--- src/rtl/risc_ex_stage.sv ---
`default_nettype none
// ============================================================================
// risc_ex_stage : EX stage of the 4-stage RISC pipeline (ALU, branch, dmem, shifter)
// BARREL_SHIFT_EN : single-cycle barrel shifter replaces the iterative shift FSM
// Revision      : 1.0
// ============================================================================
module risc_ex_stage #(
   parameter int DW = 32,
   parameter int SW = 5
) (
   input  logic          clk,
   input  logic          reset,
   input  logic [DW-1:0] DOF_EX_PC,
   input  logic [DW-1:0] DOF_EX_Bus_A,
   input  logic [DW-1:0] DOF_EX_Bus_B,
   input  logic [SW-1:0] DOF_EX_SH,
   input  logic [4:0]    DOF_EX_FS,
   input  logic [1:0]    DOF_EX_BS,
   input  logic          DOF_EX_PS,
   input  logic          DOF_EX_MW,
   input  logic          DOF_EX_RW,
   input  logic [4:0]    DOF_EX_DA,
   input  logic [2:0]    DOF_EX_MD,
   output logic          EX_stall,
   output logic [DW-1:0] EX_IF_BrA,
   output logic          EX_IF_BrTaken,
   output logic [DW-1:0] EX_MEM_Addr,
   output logic [DW-1:0] EX_MEM_WData,
   output logic          EX_MEM_WE,
   output logic          EX_WB_RW,
   output logic [4:0]    EX_WB_DA,
   output logic [2:0]    EX_WB_MD,
   output logic [DW-1:0] EX_WB_F,
   output logic          EX_WB_NxorV
);

   logic          is_shift;
   logic [DW-1:0] alu_y;
   logic [DW-1:0] alu_sum;
   logic [DW-1:0] alu_f;
   logic          alu_cin;
   logic          alu_arith;
   logic          alu_v;
   logic [DW-1:0] shift_f;
   logic          stall;
   logic          bubble;
   logic          in_shift;
   logic          br_cond;
   logic          br_taken;

   logic          wb_rw_d,    wb_rw_q;
   logic [4:0]    wb_da_d,    wb_da_q;
   logic [2:0]    wb_md_d,    wb_md_q;
   logic [DW-1:0] wb_f_d,     wb_f_q;
   logic          wb_nxorv_d, wb_nxorv_q;

   function automatic logic [DW-1:0] shift_one(input logic [DW-1:0] x, input logic right);
      return right ? {1'b0, x[DW-1:1]} : {x[DW-2:0], 1'b0};
   endfunction

   assign is_shift = (DOF_EX_FS[4:1] == 4'b1000);

   // All add/sub codes share one adder: A + y + cin
   always_comb begin
      alu_y     = '0;
      alu_cin   = 1'b0;
      alu_arith = 1'b1;
      case (DOF_EX_FS)
         5'b00000, 5'b00111: begin end
         5'b00001: alu_cin = 1'b1;
         5'b00010: alu_y = DOF_EX_Bus_B;
         5'b00011: begin alu_y = DOF_EX_Bus_B;  alu_cin = 1'b1; end
         5'b00100: alu_y = ~DOF_EX_Bus_B;
         5'b00101: begin alu_y = ~DOF_EX_Bus_B; alu_cin = 1'b1; end
         5'b00110: alu_y = '1;
         default:  alu_arith = 1'b0;
      endcase
   end

   assign alu_sum = DOF_EX_Bus_A + alu_y + {{(DW-1){1'b0}}, alu_cin};
   assign alu_v   = alu_arith & (DOF_EX_Bus_A[DW-1] == alu_y[DW-1])
                              & (alu_sum[DW-1] != DOF_EX_Bus_A[DW-1]);

   always_comb begin
      alu_f = alu_arith ? alu_sum : '0;
      case (DOF_EX_FS)
         5'b01000: alu_f = DOF_EX_Bus_A & DOF_EX_Bus_B;
         5'b01010: alu_f = DOF_EX_Bus_A | DOF_EX_Bus_B;
         5'b01100: alu_f = DOF_EX_Bus_A ^ DOF_EX_Bus_B;
         5'b01110: alu_f = ~DOF_EX_Bus_A;
         default:  begin end
      endcase
   end

`ifdef BARREL_SHIFT_EN
   assign shift_f  = DOF_EX_FS[0] ? (DOF_EX_Bus_A >> DOF_EX_SH) : (DOF_EX_Bus_A << DOF_EX_SH);
   assign stall    = 1'b0;
   assign bubble   = 1'b0;
   assign in_shift = 1'b0;
`else
   typedef enum logic [0:0] {
      IDLE  = 1'b0,
      SHIFT = 1'b1
   } state_t;

   state_t        state_q, state_d;
   logic [DW-1:0] sh_q,    sh_d;
   logic [SW-1:0] cnt_q,   cnt_d;

   // The IDLE cycle already performs the first shift, so SH=n costs n cycles.
   always_comb begin
      state_d = state_q;
      sh_d    = sh_q;
      cnt_d   = cnt_q;
      stall   = 1'b0;
      bubble  = 1'b0;
      shift_f = (DOF_EX_SH == '0) ? DOF_EX_Bus_A : shift_one(DOF_EX_Bus_A, DOF_EX_FS[0]);
      case (state_q)
         IDLE: begin
            if (is_shift && (DOF_EX_SH > SW'(1))) begin
               stall   = 1'b1;
               bubble  = 1'b1;
               state_d = SHIFT;
               sh_d    = shift_one(DOF_EX_Bus_A, DOF_EX_FS[0]);
               cnt_d   = DOF_EX_SH - SW'(1);
            end
         end
         SHIFT: begin
            sh_d    = shift_one(sh_q, DOF_EX_FS[0]);
            cnt_d   = cnt_q - SW'(1);
            shift_f = sh_d;
            if (cnt_q > SW'(1)) begin
               stall  = 1'b1;
               bubble = 1'b1;
            end else begin
               state_d = IDLE;
            end
         end
         default: state_d = IDLE;
      endcase
   end

   assign in_shift = (state_q == SHIFT);

   always_ff @(posedge clk or negedge reset) begin
      if (!reset) begin
         state_q <= IDLE;
         sh_q    <= '0;
         cnt_q   <= '0;
      end else begin
         state_q <= state_d;
         sh_q    <= sh_d;
         cnt_q   <= cnt_d;
      end
   end
`endif

   // While reset is held the FSM is idle, so a shift still on the inputs must not stall
   assign EX_stall     = stall & reset;
   assign EX_MEM_Addr  = DOF_EX_Bus_A;
   assign EX_MEM_WData = DOF_EX_Bus_B;
   assign EX_MEM_WE    = DOF_EX_MW & ~EX_stall & ~in_shift;

   assign br_cond = (DOF_EX_Bus_A == '0) ^ DOF_EX_PS;

   always_comb begin
      br_taken = 1'b0;
      case (DOF_EX_BS)
         2'b01:        br_taken = br_cond;
         2'b10, 2'b11: br_taken = 1'b1;
         default:      br_taken = 1'b0;
      endcase
   end

   assign EX_IF_BrA     = (DOF_EX_BS == 2'b10) ? DOF_EX_Bus_A : (DOF_EX_PC + DOF_EX_Bus_B);
   assign EX_IF_BrTaken = br_taken & ~in_shift;

   always_comb begin
      wb_rw_d    = 1'b0;
      wb_da_d    = '0;
      wb_md_d    = '0;
      wb_f_d     = '0;
      wb_nxorv_d = 1'b0;
      if (!bubble) begin
         wb_rw_d    = DOF_EX_RW;
         wb_da_d    = DOF_EX_DA;
         wb_md_d    = DOF_EX_MD;
         wb_f_d     = is_shift ? shift_f : alu_f;
         wb_nxorv_d = wb_f_d[DW-1] ^ alu_v;
      end
   end

   always_ff @(posedge clk or negedge reset) begin
      if (!reset) begin
         wb_rw_q    <= 1'b0;
         wb_da_q    <= '0;
         wb_md_q    <= '0;
         wb_f_q     <= '0;
         wb_nxorv_q <= 1'b0;
      end else begin
         wb_rw_q    <= wb_rw_d;
         wb_da_q    <= wb_da_d;
         wb_md_q    <= wb_md_d;
         wb_f_q     <= wb_f_d;
         wb_nxorv_q <= wb_nxorv_d;
      end
   end

   assign EX_WB_RW    = wb_rw_q;
   assign EX_WB_DA    = wb_da_q;
   assign EX_WB_MD    = wb_md_q;
   assign EX_WB_F     = wb_f_q;
   assign EX_WB_NxorV = wb_nxorv_q;

endmodule
`default_nettype wire
--- config.mk ---
export PLATFORM = sky130hd
export DESIGN_NAME = risc_ex_stage
export DESIGN_NICKNAME = d
export VERILOG_FILES = /design/src/rtl/risc_ex_stage.sv
export SDC_FILE = /design/constraint.sdc
export NUM_CORES = 1
export LEC_CHECK = 0
export BUFFER_PORTS_ARGS = -buffer_cell sky130_fd_sc_hd__buf_2
export CELL_PAD_IN_SITES_DETAIL_PLACEMENT = 0
export CELL_PAD_IN_SITES_GLOBAL_PLACEMENT = 1
export CORE_MARGIN = 10
export CORE_UTILIZATION = 41
export CTS_CLUSTER_DIAMETER = 40
export DETAILED_ROUTE_END_ITERATION = 7
export PLACE_DENSITY = 0.83
export SETUP_SLACK_MARGIN = 0.2
export SLEW_MARGIN = 25
export SYNTH_ARGS = -nofsm -noshare
export SYNTH_HDL_FRONTEND = slang
export SYNTH_SLANG_ARGS = --single-unit
--- constraint.sdc ---
create_clock -name clk -period 3.3 [get_ports clk]
set_input_delay 0.165 -clock clk [delete_from_list [all_inputs] [get_ports clk]]
set_output_delay 0.165 -clock clk [all_outputs]
set_load 0.05 [all_outputs]
Word-level counts from Yosys, hierarchy flattened
Cells that the tools add are included.

storage, ports and cells
  flip-flop bits (word level) = 80
  output and inout bits = 141
  input port bits = 121
  logic and storage cells = 81

cells by class
  bitwise gates (word level) = 15
  multiplexer cells = 24
  $lt $le $gt $ge = 2
  add/sub/neg operators = 5
  reduce and logical (&&, ||, !) cells = 9
  equality and inequality tests = 18

operators with widths
  kind                                                           count
  2-to-1 mux 32 bit                                              9
  one-hot mux 32 bit (4 select lines)                            1
  one-hot mux 32 bit (3 select lines)                            1
  adder 32 bit                                                   2
  inverter 32 bit                                                2
  one-hot mux 32 bit (2 select lines)                            1
  adder 32 x 1 -> 32 bit                                         1
  bitwise AND 32 bit                                             1
  logical NOT 32 bit                                             1
  bitwise OR 32 bit                                              1
  XOR 32 bit                                                     1
  equality test 5 x 3 -> 1 bit, second input constant            4
  equality test 5 x 4 -> 1 bit, second input constant            4
  equality test 5 x 2 -> 1 bit, second input constant            2
  greater-than comparator 5 x 1 -> 1 bit, second input constant  2
  logical NOT 5 bit                                              2
  2-to-1 mux 5 bit                                               2
  one-hot mux 5 bit (2 select lines)                             1
  subtractor 5 x 1 -> 5 bit, second input constant               2
  OR reduction 8 bit                                             1
  bitwise AND 1 bit                                              6
  2-to-1 mux 1 bit                                               6
  OR reduction 2 bit                                             3
  equality test 5 x 1 -> 1 bit, second input constant            1
  other kinds (12)                                               16

Depth between registers and ports, before layout
  depth after elaboration = 10
  gate-level depth with buffers = 16
  gate-level depth less buffers = 14

Worst setup path after synthesis
OpenSTA, ideal clock, no wires.

  kind = input to register
  start = input port DOF_EX_FS[2]
  end = register wb_f_q[20] (netlist: EX_WB_F[20])
  buffers on the path = 3
  library setup time = 0.147 ns
  stages on the path = 16
  required time = 3.153 ns
  arrival = 3.171 ns
  path slack = -0.018 ns
  cell sequence = buf_2 nand2_1 or3_1 clkbuf_1 clkbuf_1 o211ai_1 fa_1 fa_1 a21o_1 a21boi_1 o211ai_1 nand4_1 a31oi_1 or3_1 a31oi_1 a311oi_1

on the way
  longest elaborated chain between the ends = 9
  elaborated cells between the ends (all ways) = 29
  those cells by class = 2 x add/sub; 12 x eq/ne; 9 x mux; 6 x reduce/logical

RTL lines
  what                                                                                 line  RTL
  start, declared                                                                      17    input logic [4:0] DOF_EX_FS,
  equality test 5 x 3 -> 1 bit / equality test 5 x 2 -> 1 bit (equally long branches)  68    case (DOF_EX_FS)
  OR reduction 2 bit (no line)                                                         n/a
  one-hot mux 32 bit (3 select lines)                                                  68
  adder 32 bit                                                                         80    assign alu_sum = DOF_EX_Bus_A + alu_y + {{(DW-1){1'b0}}, alu_cin};
  adder 32 x 1 -> 32 bit                                                               80
  2-to-1 mux 32 bit                                                                    85    alu_f = alu_arith ? alu_sum : '0;
  one-hot mux 32 bit (4 select lines)                                                  86    case (DOF_EX_FS)
  2-to-1 mux 32 bit                                                                    188   wb_f_d = is_shift ? shift_f : alu_f;
  2-to-1 mux 32 bit (*)                                                                184   if (!bubble) begin
  via wb_f_d[20]                                                                       54    logic [DW-1:0] wb_f_d, wb_f_q;
  end signal, assigned                                                                 204   wb_f_q <= wb_f_d;
  end, declared                                                                        54

The timed path passes the listed nets; every way through them passes the cells marked *.
A chain may end at the register's enable or synchronous reset.

Worst setup path after layout
  start = input port DOF_EX_FS[4]
  end = register wb_f_q[23] (netlist: EX_WB_F[23])

The elaborated chain is that of the path after synthesis.

==> metrics.txt <==
PwrDens between 400 and 500 mW/mm²; clk_lat worst skew between 0.3 and 0.4 ns; Final #Nets 2,020; Die W 188 µm; Hold Path Origin DOF_EX_MD[1]; drt total wl 42,400 µm; P_sw 3.07 mW; CTS tree yes; path depth of the worst reg2reg path 7; Synth cell types 78; number of routed nets with antenna violations 0; status finished clean; largest net degree at the start of global routing 77; clk sink count 80; worst hold path endpoint EX_WB_MD[1]; Worst setup EP type flip-flop; R2R Path End EX_WB_F[25]; crit path DAT 3.37 ns; Fmax achieved 320 MHz; drt via density approximately 5.6; clk buf depth 2; register area share after synthesis 0.172; Crit-path slowest cell or2_4; Hold Crit Class in2reg; clk_skew 0.00869 ns; Initial Util 0.417; CP startpoint kind input pin; Slew HR 0.354; GRT Util Overall 0.229; Synth area leaders dfrtp_1 (17%), ha_1 (14%), o21ai_0 (6.5%); post-route design area 0.0143 mm²; RSZ-0062 raised after global routing true; routed length per instance 19.7 µm; R2R Path Start in_shift; row cnt 61; initial antenna violation count 0; DR vias ~12,000; Critical Path RT 3.55 ns; YS warnings 0; sw frac 0.483; final hold vios 0; H-Tree Depth 3; # IOs 262; Int Pwr 3.28 mW; count of final setup violators 0; drt pass-1 iters 6; Netlist Area Pre-Place 0.0116 mm²; most frequent cells in the layout buf_2 (254), nand2_1 (176), o21ai_0 (143), buf_4 (135), ha_1 (129); Final GP Congestion 0.926; vias in the first global route 12,000; sum of negative setup slack 0 ns; Yosys top cell area share 0.172; initial drt markers 935; Max Cap Viol 0; post-synthesis register bit count 80; Post-Synthesis Cells 1,506; share of layout cells above drive strength 1 0.296; number of CTS-inserted buffers 9; hold depth 2; Crit path buffers/inverters 7; DP Wirelength 33,300 µm; WP depth 20; largest delay contributor family on the critical path compound AO/OA/AOI/OAI gates; most frequent CP cell buf_6; Clock Root Buffer clkbuf_16; GRT overflow 0; Post-synth EDFFs 0; FF-to-FF setup slack between 1 and 1.5 ns; placed cell area 0.0135 mm²; ys flop type dfrtp_1; Die Ht about 190 µm; number of port buffers approximately 260; Tot Pwr 6.35 mW; commonest non-fill, non-tap cell in the layout buf_2; Max FO, Critical Path 7; Reg clk slew, reported paths 0.06 ns; placed cell count 2,108; # DRC 0; fin crit share 0.946; Syn Area/Cell 7.71 µm²; Tightest Pin Transition about 0.97 ns; post-synth top area cell dfrtp_1; Area Growth Syn to Fin 23.1%; Die Area 0.0355 mm²; Setup CP Type in2reg; min Tclk post-route 3.12 ns; max incr delay on CP 0.27 ns; Comb pwr share 0.573; Worst VDD drop 256 µV; leakage power 7.16 nW; Pins Over Slew Limit 0; crit-path cells buf_6 > or2_4 > buf_6 > nor3b_4 > buf_12 > buf_6 > nand2_1 > o211ai_1 > ha_1 > buf_6 > a21oi_1 > o21ai_1 > nand4_1 > buf_4 > a31oi_4 > o31ai_4 > buf_4 > nor3b_2 > o31a_1 > a311oi_1; Layout Cells excl Fill between 2,000 and 2,500; sequential power share 0.241; syn_nets 1,760; part of the power in the clock network 0.186; global-route wire length before repair approximately 66,000 µm; ys async rst share 1.00; antenna diode instance count 0; Core ar. around 0.028 mm²; utilization after layout 0.513
==> worst register-to-register path, delay by kind of cell, from the launching register on <==
family                 cells  cell delay (ns)
flip-flops                 1             0.75
AO/OA/AOI/OAI              3             0.60
buffers and inverters      2             0.39
AND/OR/NAND/NOR            2             0.29
==> state kept, by name, indices dropped and copies added, names as in the netlist <==
signal and count:
EX_WB_F 32, sh_q 32, in_shift 1, EX_WB_DA 5
EX_WB_MD 3, cnt_q 5, EX_WB_NxorV 1, EX_WB_RW 1
==> logic make-up (layout without fill, tap and decap cells) <==
kind of cell             count (synthesis)  count (layout)  share of synthesized area
XOR/XNOR                                48              48                     0.0362
adder cells (fa/ha/maj)                133             133                      0.145
flip-flops                              80              80                      0.172
AND/OR/NAND/NOR                        397             397                      0.158
buffers and inverters                  260             525                      0.108
AO/OA/AOI/OAI                          478             478                      0.266
multiplexers                           110             110                      0.115
==> synthesized netlist by cell type (11+ instances only) <==
| library cell | n |
|---|---|
| nand2_1 | 182 |
| a21oi_1 | 109 |
| nor3_1 | 19 |
| xnor2_1 | 27 |
| a21o_1 | 32 |
| o211ai_1 | 43 |
| a211oi_1 | 13 |
| mux2i_1 | 66 |
| ha_1 | 130 |
| mux2_2 | 28 |
| mux4_2 | 16 |
| buf_2 | 25 |
| buf_4 | 64 |
| inv_1 | 105 |
| dfrtp_1 | 80 |
| o21ai_0 | 151 |
| nand3_1 | 16 |
| and2_1 | 14 |
| nor2_1 | 88 |
| a211o_1 | 19 |
| xor2_1 | 21 |
| clkbuf_1 | 57 |
| a311oi_1 | 12 |
| a22oi_1 | 12 |
| nand4_1 | 11 |
==> per-stage QoR <==
step | worst slack, ns | hold slack [ns]
after floorplan | 0.196 | -0.131
after global placement | -0.144 | 0.118
after detailed placement | -0.214 | 0.115
after CTS | 0.196 | 0.00940
after global routing | -0.000918 | 0.0172
final | 0.178 | 0.0156
==> per-layer routing <==
layer	global-route usage	part of all wire	vias to the layer above
met5	0	0	-
met4	0.0580	0.018	0
met3	0.0358	0.066	44
met2	0.363	0.45	466
met1	0.317	0.46	5704
li1	-	-	5881
==> power groups by stage <==
stage / clock [mW] / sequential, mW / combinational, mW
floorplan: 0 / 1.78 / 2.26
global placement: 0 / 1.54 / 3.51
detailed placement: 0 / 1.54 / 3.55
CTS: 1.19 / 1.52 / 3.59
global route: 1.22 / 1.57 / 3.96
finish: 1.18 / 1.53 / 3.64
==> timing repair <==
action                                  4_1_cts  5_1_grt
setup buffers                                11       12
gates cloned                                  1        0
endpoints found under the setup margin        8       27
hold buffers                                  1        0
gates resized for setup                      18       37
hold endpoints to repair                     27        0
pin swaps                                    12       42
==> worst max-delay path by stage <==
| stage | end | start |
|---|---|---|
| detailed placement | EX_WB_F[19] | DOF_EX_FS[3] |
| global route | EX_WB_F[20] | DOF_EX_FS[4] |
| global placement | EX_WB_F[19] | DOF_EX_FS[3] |
| floorplan | EX_WB_F[20] | DOF_EX_FS[0] |
| CTS | EX_WB_F[19] | DOF_EX_FS[3] |
| finish | EX_WB_F[23] | DOF_EX_FS[4] |
==> layout make-up <==
| class | count | area [µm²] |
|---|---|---|
| Tap cell | 378 | 473 |
| Timing Repair Buffer | 403 | 2480 |
| Clock inverter | 6 | 116 |
| Clock buffer | 10 | 229 |
| Sequential cell | 80 | 2000 |
| Fill cell | 2726 | 13600 |
| Multi-Input combinational cell | 1166 | 8610 |
| Inverter | 106 | 398 |
(Power assumes the default switching activity.)
